==> src/rtl/ti_psg_ctrl_if.sv <==
// CPU write port of the PSG: one byte per valid/ready handshake.
interface ti_psg_ctrl_if;
   logic       wr_valid;
   logic [7:0] wr_data;
   logic       wr_ready;

   modport master (output wr_valid, wr_data, input wr_ready);
   modport slave  (input wr_valid, wr_data, output wr_ready);
endinterface

==> src/rtl/ti_psg_ctrl.sv <==
// SN76489-style PSG register file plus tone/noise sequencer feeding ti_mixer.
// One tone channel: square wave whose half-period is the tone register in ticks.
module ti_psg_tone (
   input  logic       CLK,
   input  logic       nRST,
   input  logic       tick,
   input  logic [9:0] period,
   output logic       out
);
   logic [9:0] cnt;

   always_ff @(posedge CLK or negedge nRST)
      if (!nRST) begin
         cnt <= '0;
         out <= 1'b0;
      end else if (tick) begin
         if (period <= 10'd1) begin
            cnt <= '0;
            out <= 1'b1;
         end else if (cnt != '0) begin
            cnt <= cnt - 10'd1;
         end else begin
            cnt <= period - 10'd1;
            out <= ~out;
         end
      end
endmodule

module ti_psg_ctrl #(
   parameter int DIV     = 16,
   parameter int WR_HOLD = 2,
   parameter int LFSR_W  = 16
) (
   input  logic         CLK,
   input  logic         nRST,
   ti_psg_ctrl_if.slave wr,
   output logic [3:0]   vol0,
   output logic [3:0]   vol1,
   output logic [3:0]   vol2,
   output logic [3:0]   vol3,
   output logic         ch0out,
   output logic         ch1out,
   output logic         ch2out,
   output logic         ch3out
);
   localparam int PW = (DIV > 1) ? $clog2(DIV) : 1;
   localparam int HW = (WR_HOLD > 0) ? $clog2(WR_HOLD + 1) : 1;
   localparam logic [LFSR_W-1:0] LFSR_RST = {1'b1, {(LFSR_W-1){1'b0}}};

   logic [PW-1:0]       pre;
   logic                tick;
   logic [HW-1:0]       hold;
   logic                accept;
   logic [3:0][3:0]     vol_r;
   logic [2:0][9:0]     tone;
   logic [2:0]          noise;
   logic [1:0]          lch;
   logic                ltype;
   logic                is_latch, tgt_vol, tone_we, noise_we;
   logic [1:0]          tgt_ch;
   logic [2:0]          ch_out;
   logic [9:0]          ncnt, ncnt_next, nper;
   logic                nff, nff_next, shift, fb;
   logic [LFSR_W-1:0]   lfsr;

   // Prescaler
   assign tick = (pre == PW'(DIV - 1));

   always_ff @(posedge CLK or negedge nRST)
      if (!nRST)     pre <= '0;
      else if (tick) pre <= '0;
      else           pre <= pre + PW'(1);

   // Write handshake: ready drops for WR_HOLD cycles after each accepted byte
   assign wr.wr_ready = (hold == '0);
   assign accept      = wr.wr_valid && wr.wr_ready;

   always_ff @(posedge CLK or negedge nRST)
      if (!nRST)              hold <= '0;
      else if (accept)        hold <= HW'(WR_HOLD);
      else if (hold != '0)    hold <= hold - HW'(1);

   // Latch bytes carry their own target; data bytes reuse the stored latch
   assign is_latch = wr.wr_data[7];
   assign tgt_ch   = is_latch ? wr.wr_data[6:5] : lch;
   assign tgt_vol  = is_latch ? wr.wr_data[4]   : ltype;
   assign tone_we  = accept && !tgt_vol && (tgt_ch != 2'd3);
   assign noise_we = accept && !tgt_vol && (tgt_ch == 2'd3);

   always_ff @(posedge CLK or negedge nRST)
      if (!nRST) begin
         vol_r <= {4{4'hF}};
         tone  <= '0;
         noise <= '0;
         lch   <= '0;
         ltype <= 1'b0;
      end else if (accept) begin
         if (is_latch) begin
            lch   <= wr.wr_data[6:5];
            ltype <= wr.wr_data[4];
         end
         if (tgt_vol) vol_r[tgt_ch] <= wr.wr_data[3:0];
         for (int n = 0; n < 3; n++)
            if (tone_we && tgt_ch == 2'(n)) begin
               if (is_latch) tone[n][3:0] <= wr.wr_data[3:0];
               else          tone[n][9:4] <= wr.wr_data[5:0];
            end
         if (noise_we) noise <= wr.wr_data[2:0];
      end

   // Tone counters read the pre-write tone value, so a same-edge write never affects this reload
   ti_psg_tone u_tone [2:0] (
      .CLK    (CLK),
      .nRST   (nRST),
      .tick   (tick),
      .period (tone),
      .out    (ch_out)
   );

   always_comb begin
      case (noise[1:0])
         2'b00:   nper = 10'd15;
         2'b01:   nper = 10'd31;
         default: nper = 10'd63;
      endcase
      nff_next  = nff;
      ncnt_next = ncnt;
      if (noise[1:0] == 2'b11) begin
         nff_next = ch_out[2];
      end else if (tick) begin
         if (ncnt == '0) begin
            ncnt_next = nper;
            nff_next  = ~nff;
         end else begin
            ncnt_next = ncnt - 10'd1;
         end
      end
      if (noise_we) ncnt_next = '0;
   end

   assign shift = ~nff & nff_next;
   assign fb    = noise[2] ? (lfsr[0] ^ lfsr[3]) : lfsr[0];

   // A noise write restarts the generator and overrides a coincident shift
   always_ff @(posedge CLK or negedge nRST)
      if (!nRST) begin
         nff  <= 1'b0;
         ncnt <= '0;
         lfsr <= LFSR_RST;
      end else begin
         nff  <= nff_next;
         ncnt <= ncnt_next;
         if (noise_we)   lfsr <= LFSR_RST;
         else if (shift) lfsr <= {fb, lfsr[LFSR_W-1:1]};
      end

   assign vol0   = vol_r[0];
   assign vol1   = vol_r[1];
   assign vol2   = vol_r[2];
   assign vol3   = vol_r[3];
   assign ch0out = ch_out[0];
   assign ch1out = ch_out[1];
   assign ch2out = ch_out[2];
   assign ch3out = lfsr[0];
endmodule

==> src/flat_wrapper.sv <==
// flat-port wrapper written by rule: the top's interface ports become plain ports
module ti_psg_ctrl_flat 
#(
   parameter int DIV     = 16,
   parameter int WR_HOLD = 2,
   parameter int LFSR_W  = 16
)
  (CLK, nRST, vol0, vol1, vol2, vol3, ch0out, ch1out, ch2out, ch3out, wr_wr_valid, wr_wr_data, wr_wr_ready);
  ti_psg_ctrl_if wr_i ();
  input  logic CLK;
  input  logic nRST;
  output logic [3:0] vol0;
  output logic [3:0] vol1;
  output logic [3:0] vol2;
  output logic [3:0] vol3;
  output logic ch0out;
  output logic ch1out;
  output logic ch2out;
  output logic ch3out;
  input wire logic [$bits(wr_i.wr_valid)-1:0] wr_wr_valid;
  input wire logic [$bits(wr_i.wr_data)-1:0] wr_wr_data;
  output wire logic [$bits(wr_i.wr_ready)-1:0] wr_wr_ready;
  assign wr_i.wr_valid = wr_wr_valid;
  assign wr_i.wr_data = wr_wr_data;
  assign wr_wr_ready = wr_i.wr_ready;
  ti_psg_ctrl #(.DIV(DIV), .WR_HOLD(WR_HOLD), .LFSR_W(LFSR_W)) u_core (.CLK(CLK), .nRST(nRST), .wr(wr_i), .vol0(vol0), .vol1(vol1), .vol2(vol2), .vol3(vol3), .ch0out(ch0out), .ch1out(ch1out), .ch2out(ch2out), .ch3out(ch3out));
endmodule
==> config.mk <==
export PLATFORM = sky130hd
export DESIGN_NAME = ti_psg_ctrl_flat
export DESIGN_NICKNAME = d
export VERILOG_FILES = /design/src/rtl/ti_psg_ctrl_if.sv /design/src/rtl/ti_psg_ctrl.sv /design/src/flat_wrapper.sv
export SDC_FILE = /design/constraint.sdc
export NUM_CORES = 1
export LEC_CHECK = 0
export BUFFER_PORTS_ARGS = -buffer_cell sky130_fd_sc_hd__buf_2
export CAP_MARGIN = 20
export CORE_UTILIZATION = 66
export CTS_CLUSTER_DIAMETER = 50
export DETAILED_ROUTE_END_ITERATION = 12
export PLACE_DENSITY = 0.87
export SLEW_MARGIN = 20
export SYNTH_ARGS = -nofsm -noshare
export SYNTH_HDL_FRONTEND = slang
export SYNTH_SLANG_ARGS = --single-unit
==> constraint.sdc <==
create_clock -name CLK -period 5.6 [get_ports CLK]
set_input_delay 0.56 -clock CLK [delete_from_list [all_inputs] [get_ports CLK]]
set_output_delay 0.56 -clock CLK [all_outputs]
set_load 0.005 [all_outputs]
==> metrics.cfg, run 1 <==
[worst_setup_path]
crit_type = flip-flop to flip-flop
r2r-end = u_core.u_tone[2].cnt[2]$_DFFE_PN0N_
required_ns = 6.01
reg2reg_setup_slack_ns = 3.22
timing.rr.start = u_core.u_tone[2].cnt[0]$_DFFE_PN0N_
worstPathArrival_ns = 2.79
ff2ff_path_depth = 6
startpoint_type = flip-flop
endpoint_kind = flip-flop
path_max_fanout = 9

[clocking]
clock_latency_ns = 0.53
root_buffer = clkbuf_8
hold_buffers = 0
post_cts_buffers = 0
ctsHtreeMaxLevel = 4
clk_pin_slew_ns = 0.06
cts_buffer_depth = 2
cts_tree = yes
numCtsBuffers = 17
post_cts_resize_count = 0
cts.sinks = 118

[sta]
maxSlewViolCount = 0
hold_viol_final = 0
max_freq_mhz = 419.3
period_needed_ns = 2.385
rsz0062_at_grt = no
slew_headroom_pct = 31.72
skew_ns = 0.007897
post-route-period-util_pct = 42.58
tns_ns = 0
holdWs_ns = 0.03558
setup_viol_count_final = 0
worstMarginPinSlew_ns = 1.024

[final_layout]
final_cells = 759
syn2layout_area_growth_pct = 12.79
antenna_cells = 0
num-nets-final = 658
nFillCells = 572
final-seq-area_um2 = 2974
multi_input_area_um2 = 3044
stdcell_area_um2 = 7038
drive_gt1_share_pct = 22.22

[run]
cap_viol_max_count = 0

[global_routing]
grt_usage_pct = 30.08
grt_pass1_vias = 4808
antenna_found_initial = 0
grt_pass1_wl_mm = 22.99
overflow = 0
grt_max_degree = 75

[logic_synthesis]
syn_avg_cell_area_um2 = 10.23
synth_seq_cells = 118
synth_top_cell_by_area = dfrtp_1
seq_area_frac_synth_pct = 47.66
synth_top_area_share_pct = 40.51
synthesis.area_um2 = 6240
syn_inst = 610
syn_nets = 633
yosys_most_used_dff = dfrtp_1
synth_edf_count = 0
synthTopCellsByCount = 101 x dfrtp_1, 61 x nor2_1, 45 x o21ai_0
yosysUniqueCellTypes = 67
yosys_warnings = 0
synth_most_common_cell = dfrtp_1
async_reset_ff_share_pct = 100.0
synth_area_leaders = dfrtp_1 41%, mux2_2 7.9%, dfstp_2 7.2%

[pwr]
ir_worst_vdd_mv = 0.3853
p_leak_nw = 3.144
powerDensity_nw_per_um2 = 574.4
power_mw = 4.042

[die]
die_w_um = 99.23
die_area_um2 = 9847
core_um2 = 9196
std_cell_rows = 35
ios = 32
initial_core_util_pct = 67.85
fp.dieH_um = 99.23

[placement]
port_buffers = 31
gp_congestion = 0.8622
hpwlAfterDp_mm = 8.898
place_inst = 727
placed_area_um2 = 6426

[route]
drt-initial-drc-count = 307
wire_per_inst_um = 18.19
drc = 0
num_vias = 4864
finalWirelength_mm = 13.81
detail-route-antenna-nets = 0
vias_per_cell = 6.408
dr.pass1.iters = 5

[outcome]
status = complete, no violations

[worst_hold_path]
hold_class = input port to async pin

==> logic make-up after synthesis <==
group / count (synthesis) / share of synthesized area (%)
flip-flops: 118 / 47.66
buffers and inverters: 54 / 3.689
AO/OA/AOI/OAI: 133 / 13.60
multiplexers: 67 / 11.63
adder cells (fa/ha/maj): 12 / 2.406
XOR/XNOR: 24 / 3.369
AND/OR/NAND/NOR: 202 / 17.65
==> sequential cells by signal (all words and copies together), names as in the netlist <==
register / flops
u_core.vol0: 4
u_core.lch: 2
u_core.pre: 4
u_core.tone: 30
u_core.vol2: 4
u_core.nff: 1
u_core.vol3: 4
u_core.u_tone.out: 3
u_core.hold: 2
u_core.lfsr: 16
u_core.ncnt: 10
u_core.u_tone.cnt: 30
u_core.vol1: 4
u_core.ltype: 1
u_core.noise: 3
==> metrics by stage <==
stage          worst slack (ns)  util [%]
4_1_cts                   3.080     76.44
6_report                  3.215     76.53
2_1_floorplan             3.385         -
3_5_place_dp              3.105     69.88
5_1_grt                   2.997     76.53
3_3_place_gp              3.261     69.88
==> worst max-delay path, stage by stage (launching register included) <==
cell and delay, ns:
dfrtp_1 0.42, inv_1 0.11, ha_1 0.19, or3b_2 0.53, nor4_2 0.60, a21oi_1 0.15
a22o_1 0.27
==> worst max path at each step <==
stage	start	end	cells past startpoint
after floorplan	u_core.u_tone[2].cnt[0]$_DFFE_PN0N_	u_core.u_tone[2].cnt[9]$_DFFE_PN0N_	9
after CTS	u_core.pre[0]$_DFF_PN0_	u_core.lfsr[11]$_DFFE_PN0P_	6
after global placement	u_core.pre[0]$_DFF_PN0_	u_core.lfsr[1]$_DFFE_PN0P_	6
after global routing	u_core.u_tone[1].cnt[0]$_DFFE_PN0N_	u_core.u_tone[1].cnt[2]$_DFFE_PN0N_	7
final	u_core.u_tone[2].cnt[0]$_DFFE_PN0N_	u_core.u_tone[2].cnt[2]$_DFFE_PN0N_	6
after detailed placement	u_core.pre[0]$_DFF_PN0_	u_core.lfsr[2]$_DFFE_PN0P_	6
==> power by group <==
group | switching [mW] | internal, mW
sequential | 0.382 | 1.24
combinational | 0.693 | 0.605
clock | 0.398 | 0.725
==> metal layers <==
layer  routed length (um)  track usage, %  vias up  part of all wire (%)
li1                     -               -     2261                     -
met1                 6258           39.08     2427                    45
met2                 6644           48.08      145                    48
met3                  645           8.292       31                   4.7
met4                  262           12.33        0                   1.9
met5                    0               0        -                     0
==> cells in the final DEF (no fill, tap or decap), types with 12 or more instances in the layout <==
cell and instances:
buf_2 30, dfrtp_1 101, mux2i_1 23, ha_1 12, nor3_1 23, nand2_1 36
dfstp_2 17, xnor2_1 12, nand3_1 13, a21oi_1 25, mux2_2 44, xor2_1 12
inv_1 26, o21ai_0 45, nor2_1 61, clkbuf_16 16
==> area by class of cell <==
class / instances / share of cell area, %
clock inverters: 11 / 2.471
flip-flops and latches: 118 / 42.26
inverters: 26 / 1.387
multi-input cells: 438 / 43.25
clock buffers: 21 / 6.098
repair buffers: 34 / 2.560
well taps: 111 / 1.973
No activity file was read; power rests on OpenSTA's default activity.
==> run 2, diff against run 1 <==
Settings changed: CORE_UTILIZATION 66 to 61, PLACE_DENSITY 0.87 to 0.81.
Clock period 5.6 ns to 2.3 ns, I/O delays scaled along.
==> run 2 against run 1 <==
Net effect: clock skew rose by 0.0026 ns; die area rose by 8.0%; routed wire length fell by 2.6%; hold slack improved by 0.027 ns; combinational power rose to 2.5 times the previous value; core utilization fell by 3.3 points; global-route usage fell by 1.8 points; cell count rose by 5.5%; cell area rose by 2.7%; sequential power rose by 140%; register-to-register slack got worse by 3.1 ns; largest power group unchanged.
==> metrics.cfg, run 2 (synthesis gave the netlist of run 1 again) <==
[outcome]
status = complete, no violations

[global_routing]
grt_pass1_vias = 4723
grt_max_degree = 59
grt_pass1_wl_mm = 22.68
busiest_layer = met2
antenna_found_initial = 0
grt_usage_pct = 28.30
met2_usage_pct = 47.33
met3_usage_pct = 7.525
grtUsageMet1_pct = 35.62
overflow = 0

[route]
wire_per_inst_um = 16.79
finalWirelength_mm = 13.45
drt-initial-drc-count = 209
detail-route-antenna-nets = 0
dr.pass1.iters = 5
drc = 0
num_vias = 4788
vias_per_cell = 5.978

[sta]
rsz0062_at_grt = no
fin_ws_ns = 0.1594
maxSlewViolCount = 0
period_needed_ns = 2.141
tns_ns = 0
max_freq_mhz = 467.2
hold_viol_final = 0
skew_ns = 0.01052
worstMarginPinSlew_ns = 0.5561
setup_viol_count_final = 0
holdWs_ns = 0.06209
slew_headroom_pct = 62.64
post-route-period-util_pct = 93.07

[final_layout]
drive_gt1_share_pct = 24.85
nFillCells = 672
layout_commonest_cell = dfrtp_1
reg_top3 = u_core.tone (30), u_core.u_tone.cnt (30), u_core.lfsr (16)
most-common-layout-cells = 101 x dfrtp_1, 61 x nor2_1, 45 x o21ai_0
antenna_cells = 0
final-seq-area_um2 = 2974
final_cells = 801
final_util_pct = 73.25
num-nets-final = 678
stdcell_area_um2 = 7226
multi_input_area_um2 = 3053
syn2layout_area_growth_pct = 15.80

[clocking]
post_cts_buffers = 0
ctsHtreeMaxLevel = 4
cts_buffer_depth = 2
clk_pin_slew_ns = 0.06
root_buffer = clkbuf_8
clock_latency_ns = 0.52
numCtsBuffers = 17
cts.sinks = 118
cts_tree = yes

[pwr]
power_mw = 9.769
p_leak_nw = 3.257
ir_worst_vdd_mv = 0.9867
powerDensity_nw_per_um2 = 1352

[die]
std_cell_rows = 36
die_area_um2 = 10640
initial_core_util_pct = 63.25
ios = 32
fp.dieH_um = 103.1
die_w_um = 103.1
core_um2 = 9864

[worst_hold_path]
holdCritStartpoint = wr_wr_valid
hold_depth = 3
hold_class = input port to flip-flop
min_to = u_core.hold[1]$_DFFE_PN0P_

[placement]
place_inst = 768
placed_area_um2 = 6609
gp_congestion = 0.8885
port_buffers = 31
hpwlAfterDp_mm = 9.271
preCtsSetupSlack_ns = 0.1781

[worst_setup_path]
reg2reg_setup_slack_ns = 0.16
worstPathArrival_ns = 2.54
required_ns = 2.70
startpoint_type = flip-flop
path_max_fanout = 7
r2r-end = u_core.u_tone[2].cnt[9]$_DFFE_PN0N_
endpoint_kind = flip-flop
crit_type = flip-flop to flip-flop
ff2ff_path_depth = 7
timing.rr.start = u_core.u_tone[2].cnt[0]$_DFFE_PN0N_

[run]
cap_viol_max_count = 0

## run 2: changes by cell type in the layout (fill, tap and decap cells not counted), moves of 2 or more
cell / before / now
clkinvlp_4: 3 / 1
bufinv_16: 4 / 2
buf_4: 4 / 22
inv_6: 2 / 0
clkbuf_8: 1 / 6
## run 2: what timing repair did
item / 4_1_cts / 5_1_grt
hold endpoints to repair: 37 / 0
hold buffers: 1 / 0
resized for setup: 0 / 3
endpoints found under the setup margin: 0 / 3
## run 2: routing by layer
layer | share of wire [%] | routed length, um
met1 | 45 | 5994
met3 | 4.0 | 542
met4 | 1.7 | 225
met5 | 0 | 0
met2 | 50 | 6687
## run 2: report_power, final
group          total (mW)  switching, mW  internal, mW
clock network        2.59          0.901          1.68
registers            3.90          0.885          3.02
logic                3.28           1.70          1.58
## run 2: final cells by class
class,count,share of cell area (%)
multi-input cells,438,42.25
clock inverters,7,1.316
repair buffers,54,4.779
flip-flops and latches,118,41.16
clock buffers,25,6.840
inverters,26,1.351
well taps,133,2.303
## run 2: how the worst max path moves through the flow
stage	cells past startpoint	from	end
global placement	7	u_core.u_tone[2].cnt[0]$_DFFE_PN0N_	u_core.u_tone[2].cnt[9]$_DFFE_PN0N_
CTS	7	u_core.u_tone[0].cnt[0]$_DFFE_PN0N_	u_core.u_tone[0].cnt[3]$_DFFE_PN0N_
detailed placement	7	u_core.u_tone[2].cnt[0]$_DFFE_PN0N_	u_core.u_tone[2].cnt[3]$_DFFE_PN0N_
global route	6	u_core.u_tone[2].cnt[0]$_DFFE_PN0N_	u_core.u_tone[2].out$_DFFE_PN0P_
floorplan	9	u_core.u_tone[2].cnt[0]$_DFFE_PN0N_	u_core.u_tone[2].cnt[9]$_DFFE_PN0N_
finish	7	u_core.u_tone[2].cnt[0]$_DFFE_PN0N_	u_core.u_tone[2].cnt[9]$_DFFE_PN0N_
## run 2: critical path: stages (launching register included)
cell and delay, ns:
dfrtp_1 0.42, inv_1 0.11, ha_1 0.19, or3b_2 0.46, or4_4 0.49, a211o_1 0.25
nand2_1 0.05, o22ai_1 0.06
